===== config.mk =====
export PLATFORM = sky130hd
export DESIGN_NAME = osd_menu_ctrl
export DESIGN_NICKNAME = d
export VERILOG_FILES = /design/src/rtl/osd_menu_ctrl.sv
export SDC_FILE = /design/constraint.sdc
export NUM_CORES = 1
export LEC_CHECK = 0
export ABC_AREA = 1
export CAP_MARGIN = 15
export CORE_UTILIZATION = 40
export CTS_CLUSTER_SIZE = 10
export DETAILED_ROUTE_END_ITERATION = 8
export PLACE_DENSITY = 0.64
export SLEW_MARGIN = 20
export SYNTH_ARGS = -nofsm -noshare
export SYNTH_HDL_FRONTEND = slang
export SYNTH_SLANG_ARGS = --single-unit
export TNS_END_PERCENT = 10

===== constraint.sdc =====
create_clock -name CLK_i -period 2 [get_ports CLK_i]
set_input_delay 0.4 -clock CLK_i [delete_from_list [all_inputs] [get_ports CLK_i]]
set_output_delay 0.4 -clock CLK_i [all_outputs]
set_load 0.005 [all_outputs]

===== src/rtl/osd_menu_ctrl.sv =====
// osd_menu_ctrl: on-screen settings menu driven by a game-pad word stream.
// Holding L+R+Select+Start for HOLD_FRAMES frames opens a 4-row menu. The menu
// is drawn into a 16-cell text RAM (4 rows x 4 cols) and edits brightness,
// region and RGB select. It closes on B, Right/A on row 3, or after
// IDLE_FRAMES frames without a new press.
// Ports:
//   CLK_i, NRST_i            clock, async active-low reset
//   PAD_VALID_i, PAD_DATA_i  pad word strobe and word (1 = pressed)
//   VBLANK_i                 PPU vertical blank level (asynchronous)
//   OSD_EN_o                 menu visible
//   CURSOR_o                 selected row
//   BRIGHT_o/REGION_o/RGBSEL_o  persistent settings
//   CFG_CHANGED_o            one-cycle pulse after a setting change
//   TXT_WE_o/TXT_ADDR_o/TXT_DATA_o  text RAM write port
module osd_menu_ctrl #(
    parameter int unsigned HOLD_FRAMES = 60,
    parameter int unsigned IDLE_FRAMES = 600
) (
    input  logic        CLK_i,
    input  logic        NRST_i,
    input  logic        PAD_VALID_i,
    input  logic [15:0] PAD_DATA_i,
    input  logic        VBLANK_i,
    output logic        OSD_EN_o,
    output logic [1:0]  CURSOR_o,
    output logic [3:0]  BRIGHT_o,
    output logic [1:0]  REGION_o,
    output logic        RGBSEL_o,
    output logic        CFG_CHANGED_o,
    output logic        TXT_WE_o,
    output logic [3:0]  TXT_ADDR_o,
    output logic [7:0]  TXT_DATA_o
);
    localparam int unsigned HOLD_W = $clog2(HOLD_FRAMES + 1);
    localparam int unsigned IDLE_W = $clog2(IDLE_FRAMES + 1);

    localparam int unsigned BTN_B      = 15;
    localparam int unsigned BTN_SELECT = 13;
    localparam int unsigned BTN_START  = 12;
    localparam int unsigned BTN_UP     = 11;
    localparam int unsigned BTN_DOWN   = 10;
    localparam int unsigned BTN_LEFT   = 9;
    localparam int unsigned BTN_RIGHT  = 8;
    localparam int unsigned BTN_A      = 7;
    localparam int unsigned BTN_L      = 5;
    localparam int unsigned BTN_R      = 4;

    typedef enum logic [2:0] {
        S_CLOSED,
        S_ARMING,
        S_RELEASE,
        S_REDRAW,
        S_OPEN
    } state_t;

    state_t              r_state;
    logic [2:0]          r_vb_sync;     // [0] stage 1, [1] stage 2, [2] stage 2 delayed
    logic [15:4]         r_prev;
    logic [HOLD_W-1:0]   r_hold_cnt;
    logic [IDLE_W-1:0]   r_idle_cnt;
    logic [3:0]          r_cell;
    logic                r_osd_en;
    logic [1:0]          r_cursor;
    logic [3:0]          r_bright;
    logic [1:0]          r_region;
    logic                r_rgbsel;
    logic                r_cfg_chg;
    logic                r_txt_we;
    logic [3:0]          r_txt_addr;
    logic [7:0]          r_txt_data;

    logic                w_tick;
    logic [15:4]         w_new;
    logic                w_any_new;
    logic                w_combo;
    logic [1:0]          w_row;
    logic [7:0]          w_row_val;
    logic [7:0]          w_cell_data;
    logic                w_unused_pad;

    assign w_unused_pad = ^PAD_DATA_i[3:0];

    // Frame tick: rising edge of the second synchronizer stage
    assign w_tick    = r_vb_sync[1] & ~r_vb_sync[2];
    assign w_new     = PAD_DATA_i[15:4] & ~r_prev;
    assign w_any_new = PAD_VALID_i && (|w_new);
    assign w_combo   = PAD_DATA_i[BTN_L] & PAD_DATA_i[BTN_R] &
                       PAD_DATA_i[BTN_SELECT] & PAD_DATA_i[BTN_START];

    function automatic logic [7:0] hex_ascii(input logic [3:0] nib);
        return (nib < 4'd10) ? (8'h30 + {4'h0, nib}) : (8'h37 + {4'h0, nib});
    endfunction

    // Character for the cell currently being drawn
    always_comb begin
        w_row       = r_cell[3:2];
        w_row_val   = 8'h00;
        w_cell_data = 8'h20;
        case (w_row)
            2'd0:    w_row_val = {4'h0, r_bright};
            2'd1:    w_row_val = {6'h00, r_region};
            2'd2:    w_row_val = {7'h00, r_rgbsel};
            default: w_row_val = 8'h00;
        endcase
        case (r_cell[1:0])
            2'd0:    w_cell_data = (r_cursor == w_row) ? 8'h3E : 8'h20;
            2'd1:    w_cell_data = 8'h3A;
            2'd2:    w_cell_data = hex_ascii(w_row_val[7:4]);
            default: w_cell_data = hex_ascii(w_row_val[3:0]);
        endcase
    end

    // Menu FSM with registered outputs
    always_ff @(posedge CLK_i or negedge NRST_i) begin
        if (!NRST_i) begin
            r_state    <= S_CLOSED;
            r_vb_sync  <= '0;
            r_prev     <= '0;
            r_hold_cnt <= '0;
            r_idle_cnt <= '0;
            r_cell     <= '0;
            r_osd_en   <= 1'b0;
            r_cursor   <= 2'd0;
            r_bright   <= 4'd15;
            r_region   <= 2'd0;
            r_rgbsel   <= 1'b1;
            r_cfg_chg  <= 1'b0;
            r_txt_we   <= 1'b0;
            r_txt_addr <= 4'd0;
            r_txt_data <= 8'h00;
        end else begin
            r_vb_sync <= {r_vb_sync[1:0], VBLANK_i};
            r_cfg_chg <= 1'b0;
            r_txt_we  <= 1'b0;
            if (PAD_VALID_i) begin
                r_prev <= PAD_DATA_i[15:4];
            end

            case (r_state)
                S_CLOSED: begin
                    if (PAD_VALID_i && w_combo) begin
                        r_state    <= S_ARMING;
                        r_hold_cnt <= '0;
                    end
                end

                S_ARMING: begin
                    if (PAD_VALID_i && !w_combo) begin
                        r_state <= S_CLOSED;
                    end else if (w_tick) begin
                        r_hold_cnt <= r_hold_cnt + HOLD_W'(1);
                        if (r_hold_cnt == HOLD_W'(HOLD_FRAMES - 1)) begin
                            r_osd_en <= 1'b1;
                            r_state  <= S_RELEASE;
                        end
                    end
                end

                S_RELEASE: begin
                    if (PAD_VALID_i && (PAD_DATA_i[15:4] == 12'h000)) begin
                        r_state <= S_REDRAW;
                        r_cell  <= 4'd0;
                    end
                end

                // One cell per cycle; the write port lags r_cell by one cycle
                S_REDRAW: begin
                    r_txt_we   <= 1'b1;
                    r_txt_addr <= r_cell;
                    r_txt_data <= w_cell_data;
                    r_cell     <= r_cell + 4'd1;
                    if (r_cell == 4'd15) begin
                        r_state    <= S_OPEN;
                        r_idle_cnt <= '0;
                    end
                end

                S_OPEN: begin
                    if (w_any_new) begin
                        // A new press always wins over idle expiry
                        r_idle_cnt <= '0;
                        r_cell     <= 4'd0;
                        if (w_new[BTN_B]) begin
                            r_osd_en <= 1'b0;
                            r_state  <= S_CLOSED;
                        end else if (w_new[BTN_UP]) begin
                            r_cursor <= r_cursor - 2'd1;
                            r_state  <= S_REDRAW;
                        end else if (w_new[BTN_DOWN]) begin
                            r_cursor <= r_cursor + 2'd1;
                            r_state  <= S_REDRAW;
                        end else if (w_new[BTN_LEFT]) begin
                            case (r_cursor)
                                2'd0: begin
                                    if (r_bright != 4'd0) begin
                                        r_bright  <= r_bright - 4'd1;
                                        r_cfg_chg <= 1'b1;
                                        r_state   <= S_REDRAW;
                                    end
                                end
                                2'd1: begin
                                    r_region  <= (r_region == 2'd0) ? 2'd2 : r_region - 2'd1;
                                    r_cfg_chg <= 1'b1;
                                    r_state   <= S_REDRAW;
                                end
                                2'd2: begin
                                    r_rgbsel  <= ~r_rgbsel;
                                    r_cfg_chg <= 1'b1;
                                    r_state   <= S_REDRAW;
                                end
                                default: ;
                            endcase
                        end else if (w_new[BTN_RIGHT]) begin
                            case (r_cursor)
                                2'd0: begin
                                    if (r_bright != 4'd15) begin
                                        r_bright  <= r_bright + 4'd1;
                                        r_cfg_chg <= 1'b1;
                                        r_state   <= S_REDRAW;
                                    end
                                end
                                2'd1: begin
                                    r_region  <= (r_region >= 2'd2) ? 2'd0 : r_region + 2'd1;
                                    r_cfg_chg <= 1'b1;
                                    r_state   <= S_REDRAW;
                                end
                                2'd2: begin
                                    r_rgbsel  <= ~r_rgbsel;
                                    r_cfg_chg <= 1'b1;
                                    r_state   <= S_REDRAW;
                                end
                                default: begin
                                    r_osd_en <= 1'b0;
                                    r_state  <= S_CLOSED;
                                end
                            endcase
                        end else if (w_new[BTN_A]) begin
                            if (r_cursor == 2'd3) begin
                                r_osd_en <= 1'b0;
                                r_state  <= S_CLOSED;
                            end
                        end
                    end else if (w_tick) begin
                        r_idle_cnt <= r_idle_cnt + IDLE_W'(1);
                        if (r_idle_cnt == IDLE_W'(IDLE_FRAMES - 1)) begin
                            r_osd_en <= 1'b0;
                            r_state  <= S_CLOSED;
                        end
                    end
                end

                default: r_state <= S_CLOSED;
            endcase
        end
    end

    assign OSD_EN_o      = r_osd_en;
    assign CURSOR_o      = r_cursor;
    assign BRIGHT_o      = r_bright;
    assign REGION_o      = r_region;
    assign RGBSEL_o      = r_rgbsel;
    assign CFG_CHANGED_o = r_cfg_chg;
    assign TXT_WE_o      = r_txt_we;
    assign TXT_ADDR_o    = r_txt_addr;
    assign TXT_DATA_o    = r_txt_data;

endmodule


==> run summary, run 1 <==
Outcome = finished with violations
Failing checks = design-rule violations
Largest family of logic cells by synthesized area = simple AND/OR/NAND/NOR gates
Setup violations, final = 0
Syn_nets = 513
Switching portion of total power = 37.8%
DR vias/cell = 4.81
Clock latency on the worst-skew pair = 0.35 ns
Lkg Pwr = 0.00226 µW
Crit start category = flop
Met3 GRT Util = 3.15%
CP max FO = 7
Mapped Cells = 477
Ranking of synthesized cells by area = dfrtp_1 (38%), nand2_1 (10%), inv_1 (6.5%)
CTS tree = yes
Clk_skew = 0.00963 ns
CP top delay family = flip-flops
Root Driver = clkbuf_8
DR iter-0 viols = 132
Standard-cell rows = 34
Req. time, crit path = 1.60 ns
Cell taking the most area after synthesis = dfrtp_1
Initial core utilization = 41.8%
Synth top cells by count = nand2_1 (101), inv_1 (64), dfrtp_1 (56), nor2_1 (56), o21ai_0 (29)
Layout Nets = 596
Worst vdd ir = 0.501 mV
H-tree depth = 3
GRT met1 Usage = 21.8%
GR Util met2 = 30.6%
Asr flop ratio synth = 100%
Overall Global Routing Usage = 17.9%
Initial antenna violation count = 0
Sw Pwr = 2020 µW
Period utilization = 94.2%
Final wirelength = 7.82 mm
Die Area = 9630 µm²
Residual DRC count = 4
Fillers = 847
Sequential cell area fraction in the yosys report = 41.5%
CP arrival = 1.48 ns
Core Region = 8850 µm²
P&R area growth vs syn = 27.5%
Worst hold path class = in2async
Vias in the first global route = 3151
XOR/XNOR share of the synthesized area = 2.61%
First-pass GRT wire length = 13.8 mm
Multi-input logic area = 1830 µm²
CTS Buf Count = 9
Synth Area per Inst = 7.75 µm²
Largest net degree at the start of global routing = 42
Design area = 4710 µm²
FF+latch area = 1530 µm²
DR pass1 iterations = 7
Yosys reg bits = 61
I/O Pins = 44
Share of cells above drive strength 1 = 19.8%
Diode count = 0
Synth Flop Type = dfrtp_1
Post-CTS setup buffers = 0
Final Hold Fails = 0
Mapped Area = 3690 µm²
MaxCap Viol Count = 0
Global placement routability congestion = 0.841
Maximum clock path buffer count = 2
Power Density = 1130 nW/µm²
Post-synthesis mux area share = 0%
CP Capture Type = output pin
Detail Route Antenna Nets = 0
Routed length per placed instance = 11.6 µm
Unrepaired setup endpoints after global routing = no
Dpl hpwl = 6.09 mm
Clock Power Share = 23.6%
Simple-gate area share of the yosys netlist = 29.9%
Sink Count = 61
Flop pwr share = 31.9%
Post-CTS Hold Fix Bufs = 0
DP Area = 4490 µm²
Worst-path clk slew = 0.07 ns
Slowest stage cell, crit path = dfstp_2
Top-count cell post-synth = nand2_1
Area fraction in compound gates after synthesis = 11.4%
Fmax = 531 MHz
Adder-Cell Fraction of Synth Area = 5.62%
CP peak stage delay = 0.61 ns
IO Port Bufs = 38
Netlist cell types = 43
Min Tclk post-route = 1.88 ns
Total global routing overflow = 0
Yosys top cell area share = 37.9%
Combinational Power Share = 44.5%
Yosys warns = 0
Via count = 3239
Pint = 3320 µW
Final Util = 53.3%
Die Span Y = 98.1 µm
# resized after CTS = 0
DIE WIDTH = 98.1 µm
Crit-path cells = clkdlybuf4s50_1
Crit path kind = reg2out
Buf/Inv on CP = 1
Number of synthesized flops with an enable pin = 0
Busiest layer in global routing = met2
Pins over their slew limit = 0
[final cells by class]
| cell class | instances | area share, % |
|---|---|---|
| Inverter | 75 | 6.03 |
| Sequential cell | 61 | 32.5 |
| Tap cell | 108 | 2.87 |
| Multi-Input combinational cell | 333 | 38.9 |
| Clock inverter | 4 | 1.49 |
| Clock buffer | 12 | 3.29 |
| Timing Repair Buffer | 80 | 14.9 |
[stage by stage]
step	std cells	hold slack, ns	setup WS, ns	setup TNS, ns	total power [µW]
2_1_floorplan	477	0.104	0.237	0	3210
3_3_place_gp	657	0.335	-0.0933	-0.650	4030
3_5_place_dp	657	0.336	-0.107	-1.21	4110
4_1_cts	673	0.0149	0.0972	0	5410
5_1_grt	673	0.0324	0.00836	0	5770
6_report	673	0.0275	0.116	0	5340
[power groups by stage]
stage,clock [µW],sequential (µW),combinational [µW]
2_1_floorplan,0,1720,1500
6_report,1260,1700,2380
3_3_place_gp,0,1720,2310
5_1_grt,1350,1740,2680
4_1_cts,1300,1710,2400
3_5_place_dp,0,1730,2390
[placed cells by master (no fill, tap or decap), types with 4 or more instances in the layout]
cell and instances:
dfrtp_1 56, nand3_2 6, nand2_2 9, a21oi_1 19, nor2_2 7, xor2_1 10
o21ai_1 5, nor3_1 11, inv_1 64, clkbuf_8 11, inv_2 10, nand2_4 6
ha_1 15, buf_4 41, o21ai_0 29, o22ai_1 4, o21a_1 4, clkdlybuf4s50_1 37
nand3_1 19, nand2_1 101, dfstp_2 5, nand4_1 6, nor2_1 56
[metal layers]
layer	routed length [µm]	part of all wire, %
met3	246	3.1
met5	0	0
met4	179	2.3
met2	3710	47
met1	3680	47
[flip-flops by register name (all words and copies together), names as in the netlist]
name / flops
BRIGHT_o: 4
CFG_CHANGED_o: 1
CURSOR_o: 2
OSD_EN_o: 1
REGION_o: 2
RGBSEL_o: 1
TXT_ADDR_o: 4
TXT_DATA_o: 7
TXT_WE_o: 1
r_cell: 4
r_hold_cnt: 6
r_idle_cnt: 10
r_prev: 12
r_state: 3
r_vb_sync: 3
[cell families (layout without fill, tap and decap cells)]
| group | Yosys count | count (layout) |
|---|---|---|
| AOI/OAI and AO/OA | 74 | 74 |
| DFF | 61 | 61 |
| other | 1 | 1 |
| adders and majority gates | 16 | 16 |
| buffers and inverters | 83 | 171 |
| and+or+nand+nor | 231 | 231 |
| xor gates and xnor gates | 11 | 11 |
[final timing paths]
path	end	start	depth (start not counted)	slack [ns]
worst max-delay path	BRIGHT_o[2]	BRIGHT_o[2]$_DFFE_PN1P_	1	0.12
worst min-delay path	BRIGHT_o[0]$_DFFE_PN1P_	NRST_i	1	0.03
worst max register to register	r_state[0]$_DFFE_PN0P_	CURSOR_o[1]$_DFFE_PN0P_	9	0.18
worst min register to register	r_vb_sync[1]$_DFF_PN0_	r_vb_sync[0]$_DFF_PN0_	0	0.35
max in group asynchronous	RGBSEL_o$_DFFE_PN1P_	NRST_i	2	1.68
min in group CLK_i	r_vb_sync[1]$_DFF_PN0_	r_vb_sync[0]$_DFF_PN0_	0	0.35
Power figures use the tool's default switching activity.
==> inputs of run 2 (changes only) <==
- CORE_UTILIZATION: 40 -> 35
- PLACE_DENSITY: 0.64 -> 0.58
==> run summary, run 2 (same netlist as run 1, synthesis figures left out) <==
FF+latch area = 1530 µm² (unchanged)
MaxCap Viol Count = 0 (unchanged)
Clock Power Share = 26.9% (+3.3 points)
Worst-path clk slew = 0.07 ns (about the same)
Total global routing overflow = 0 (unchanged)
CTS Buf Count = 9 (unchanged)
Layout Nets = 593 (-0.50%)
Crit-path cells = clkdlybuf4s50_1
Pins over their slew limit = 0 (unchanged)
RR Startpoint = r_cell[3]$_DFFE_PN0P_
Top reg by flops = r_prev
Crit path kind = reg2out
DR pass1 iterations = 5 (-2)
CTS tree = yes
DIE WIDTH = 105 µm (+6.8%)
Standard-cell rows = 37 (+8.8%)
I/O Pins = 44 (unchanged)
Outcome = finished, final reports clean
Fmax = 528 MHz (-0.56%)
Die Area = 11000 µm² (+14%)
Most common cell after layout, fill and taps aside = nand2_1
Placed insts = 682 (+3.8%)
R2R Setup Slk = 0.18 ns (about the same)
Final worst setup slack = 0.106 ns (-0.0107 ns)
Slowest stage cell, crit path = dfstp_2
Depth of the most critical reg-to-reg path = 9 (unchanged)
Worst hold path class = in2async
Largest net degree at the start of global routing = 62 (+48%)
Initial core utilization = 36.0% (-5.8 points)
Initial antenna violation count = 0 (unchanged)
P&R area growth vs syn = 29.1%
Post-CTS Hold Fix Bufs = 0 (unchanged)
Overall Global Routing Usage = 16.2% (-1.7 points)
CP arrival = 1.49 ns (about the same)
Multi-input logic area = 1830 µm² (unchanged)
Flop pwr share = 30.3% (-1.6 points)
Post-CTS setup buffers = 0 (unchanged)
CP max FO = 7 (unchanged)
Power Density = 1180 nW/µm² (+3.7%)
Sw Pwr = 2040 µW (+1.1%)
Final Hold Fails = 0 (unchanged)
Via count = 3209 (-0.93%)
Req. time, crit path = 1.60 ns (about the same)
Diode count = 0 (unchanged)
Maximum clock path buffer count = 2 (unchanged)
Clk_skew = 0.00696 ns (-0.00267 ns)
Share of cells above drive strength 1 = 19.6% (-0.25 points)
Min Tclk post-route = 1.89 ns (+0.0107 ns)
Fillers = 1034 (+22%)
Sink Count = 61 (unchanged)
IO Port Bufs = 38 (unchanged)
Switching portion of total power = 36.4% (-1.4 points)
CP top delay family = flip-flops
Combinational Power Share = 42.8% (-1.7 points)
Largest register FFs = 12 (unchanged)
Core Region = 10300 µm² (+16%)
Pwr Total = 5610 µW (+5.0%)
DR iter-0 viols = 120 (-9.1%)
CP Capture Type = output pin
Routed length per placed instance = 11.3 µm (-2.3%)
Worst vdd ir = 0.457 mV (-8.7%)
H-tree depth = 3 (unchanged)
Detail Route Antenna Nets = 0 (unchanged)
Unrepaired setup endpoints after global routing = no
Root Driver = clkbuf_8
CP peak stage delay = 0.62 ns (about the same)
Buf/Inv on CP = 1 (unchanged)
Setup violations, final = 0 (unchanged)
# resized after CTS = 0 (unchanged)
Dpl hpwl = 5.97 mm (-1.9%)
Non-Filler Instances = 698 (+3.7%)
Die Span Y = 105 µm (+6.8%)
Pint = 3570 µW (+7.4%)
Global placement routability congestion = 0.797 (-5.2%)
Period utilization = 94.7% (+0.53 points)
Residual DRC count = 0 (-4)
Clock latency on the worst-skew pair = 0.35 ns (about the same)
First-pass GRT wire length = 14.2 mm (+3.3%)
Crit start category = flop
DR vias/cell = 4.60 (-4.5%)
Final wirelength = 7.92 mm (+1.3%)
R2r endpoint = TXT_DATA_o[4]$_DFFE_PN0P_
Most frequent cells in the layout = nand2_1 (101), inv_1 (64), dfrtp_1 (56), nor2_1 (56), buf_4 (38)
Post-place setup slack = -0.115 ns (-0.00750 ns)
Lkg Pwr = 0.00227 µW (+0.33%)
Vias in the first global route = 3107 (-1.4%)
[run 2: cell type report]
| type | instances | area share (%) |
|---|---|---|
| clock inverter | 6 | 2.81 |
| clock buffer | 10 | 2.88 |
| inverter | 75 | 5.95 |
| sequential | 61 | 32.1 |
| multi-input combinational | 333 | 38.4 |
| timing repair buffer | 77 | 14.3 |
| tap | 136 | 3.57 |
[run 2: power groups by stage]
stage	combinational (µW)	clock, µW	sequential (µW)
after floorplan	1500	0	1720
after global placement	2360	0	1720
after detailed placement	2400	0	1730
after CTS	2420	1540	1710
after global routing	2720	1600	1740
final	2400	1510	1700
[run 2: how the worst max path moves through the flow]
stage                     cells after the start  slack (ns)                   endpoint                    start
final                                         1        0.11                BRIGHT_o[2]  BRIGHT_o[2]$_DFFE_PN1P_
after global routing                          9        0.03  TXT_DATA_o[4]$_DFFE_PN0P_    r_cell[3]$_DFFE_PN0P_
after CTS                                     1        0.08                BRIGHT_o[2]  BRIGHT_o[2]$_DFFE_PN1P_
after detailed placement                      9       -0.11    BRIGHT_o[3]$_DFFE_PN1P_            PAD_DATA_i[9]
after global placement                        9        -0.1    BRIGHT_o[3]$_DFFE_PN1P_            PAD_DATA_i[9]
after floorplan                               9        0.24     r_state[2]$_DFFE_PN0P_  CURSOR_o[0]$_DFFE_PN0P_
[run 2: through the flow]
stage	area [µm²]	setup TNS, ns	util [%]	hold slack, ns
after floorplan	3690	0	-	0.104
after global placement	4500	-1.03	43.8	0.334
after detailed placement	4500	-1.61	43.8	0.335
after CTS	4770	0	46.4	0.0637
after global routing	4770	0	46.4	0.0797
final	4770	0	46.4	0.0583
[run 2: routing by layer]
metal / global-route usage (%) / up-vias / wire length, µm
met5: 0 / - / 0
met4: 7.24 / 0 / 114
met3: 3.24 / 7 / 241
met2: 26.8 / 43 / 3830
met1: 20.4 / 1477 / 3730
li1: - / 1682 / -
==> inputs of run 3 (changes only) <==
- CORE_UTILIZATION: 35 -> 52
- DONT_BUFFER_PORTS: unset -> 1
- PLACE_DENSITY: 0.58 -> 0.71
- clock period: 2 -> 2.3 ns (I/O delays scaled with it)
==> run summary, run 3 (same netlist as run 1, synthesis figures left out) <==
Design area = 4030 µm² (-15%)
Req. time, crit path = 2.54 ns (+0.94 ns)
Crit start category = flop
Crit-path cells = inv_1 -> ha_1 -> or2_2 -> nor3_1 -> a21oi_1 -> nor2_2 -> nor2_4 -> nand3_1 -> nand2_1
Power Density = 1020 nW/µm² (-13%)
Setup violations, final = 0 (unchanged)
I/O Pins = 44 (unchanged)
P&R area growth vs syn = 9.11%
Routed length per placed instance = 12.3 µm (+8.5%)
Final wirelength = 7.20 mm (-9.1%)
Min Tclk post-route = 1.99 ns
DIE WIDTH = 86.3 µm (-18%)
CP arrival = 2.23 ns (+0.74 ns)
Worst hold path class = in2reg
Worst-path clk slew = 0.07 ns (about the same)
Largest net degree at the start of global routing = 62 (unchanged)
First-pass GRT wire length = 12.9 mm (-9.3%)
Setup_tns = 0 ns (unchanged)
# resized after CTS = 0 (unchanged)
Fillers = 635 (-39%)
Die Area = 7450 µm² (-32%)
Initial antenna violation count = 0 (unchanged)
Diode count = 0 (unchanged)
DR vias/cell = 5.07 (+10%)
Vias in the first global route = 2917 (-6.1%)
Core Region = 6830 µm² (-34%)
Residual DRC count = 0 (unchanged)
Maximum clock path buffer count = 2 (unchanged)
Dpl hpwl = 5.28 mm (-12%)
Non-Filler Instances = 585 (-16%)
Fmax = 502 MHz
Die Span Y = 86.3 µm (-18%)
Lkg Pwr = 0.00193 µW (-15%)
Clk_skew = 0.00454 ns (-0.00242 ns)
Crit path kind = reg2reg
Overall Global Routing Usage = 22.5% (+6.3 points)
Worst vdd ir = 0.632 mV (+38%)
Pins over their slew limit = 0 (unchanged)
Via count = 2966 (-7.6%)
Clock latency on the worst-skew pair = 0.34 ns (about the same)
Post-CTS Hold Fix Bufs = 2 (+2)
Placed insts = 567 (-17%)
CTS tree = yes
Total global routing overflow = 0 (unchanged)
Top reg by flops = r_prev
Slowest stage cell, crit path = dfrtp_1
Most common cell after layout, fill and taps aside = nand2_1
Layout Nets = 520 (-12%)
Final Hold Fails = 0 (unchanged)
Period utilization = 86.6%
Most frequent cells in the layout = nand2_1 (101), inv_1 (64), dfrtp_1 (56), nor2_1 (56), o21ai_0 (29)
H-tree depth = 3 (unchanged)
DR pass1 iterations = 4 (-1)
MaxCap Viol Count = 0 (unchanged)
DP Area = 3780 µm² (-16%)
Post-CTS setup buffers = 0 (unchanged)
Largest register FFs = 12 (unchanged)
Root Driver = clkbuf_8
DR iter-0 viols = 144 (+20%)
Share of cells above drive strength 1 = 14.9% (-4.6 points)
Worst Hold Slack = 0.146 ns (+0.0875 ns)
Outcome = finished, final reports clean
IO Port Bufs = 0 (-100%)
CP Capture Type = flop
Unrepaired setup endpoints after global routing = no
Initial core utilization = 54.1% (+18 points)
CP peak stage delay = 0.48 ns (-0.14 ns)
Multi-input logic area = 1830 µm² (unchanged)
CP max FO = 6 (-1)
R2R Setup Slk = 0.31 ns (+0.13 ns)
Detail Route Antenna Nets = 0 (unchanged)
CTS Buf Count = 9 (unchanged)
Global placement routability congestion = 0.847 (+6.3%)
Sink Count = 61 (unchanged)
FF+latch area = 1530 µm² (unchanged)
Standard-cell rows = 30 (-19%)
## run 3: worst max-delay path, delay by kind of cell (launching register included)
family                   cells  cell delay (ns)
adder cells (fa/ha/maj)      1             0.34
AND/OR/NAND/NOR              6             0.86
AO/OA/AOI/OAI                1             0.08
buffers and inverters        1             0.12
flip-flops                   1             0.48
## run 3: power breakdown
part / internal, µW / switching [µW] / total [µW]
logic: 549 / 1020 / 1570
registers: 1320 / 226 / 1540
clock network: 583 / 406 / 989
## run 3: routing by layer
metal	track usage [%]	vias up	routed length (µm)	share of wire [%]
met4	10.5	0	99	1.4
met3	5.05	8	300	4.2
li1	-	1531	-	-
met1	28.2	1374	3440	48
met2	36.9	53	3360	47
met5	0	-	0	0
## run 3: cell type report
type                    instances  share of cell area [%]
flip-flops and latches         61                    38.0
well taps                      96                    2.98
inverters                      75                    7.05
clock inverters                 4                    1.12
repair buffers                  4                    1.30
clock buffers                  12                    4.10
multi-input cells             333                    45.4
## run 3: through the flow
step | power (µW) | utilization, % | setup slack, ns
6_report | 4100 | 59.0 | 0.308
5_1_grt | 4470 | 59.0 | 0.115
4_1_cts | 4140 | 59.0 | 0.315
3_5_place_dp | 3090 | 55.4 | 0.332
2_1_floorplan | 2800 | - | 0.537
3_3_place_gp | 3040 | 55.4 | 0.390
## run 3: worst paths after layout
path / end / start / cells past startpoint
max: r_state[2]$_DFFE_PN0P_ / CURSOR_o[0]$_DFFE_PN0P_ / 9
min: r_vb_sync[0]$_DFF_PN0_ / VBLANK_i / 0
max reg2reg: r_state[2]$_DFFE_PN0P_ / CURSOR_o[0]$_DFFE_PN0P_ / 9
min reg2reg: r_vb_sync[1]$_DFF_PN0_ / r_vb_sync[0]$_DFF_PN0_ / 0
max in group asynchronous: RGBSEL_o$_DFFE_PN1P_ / NRST_i / 2
min in group asynchronous: r_prev[8]$_DFFE_PN0P_ / NRST_i / 2
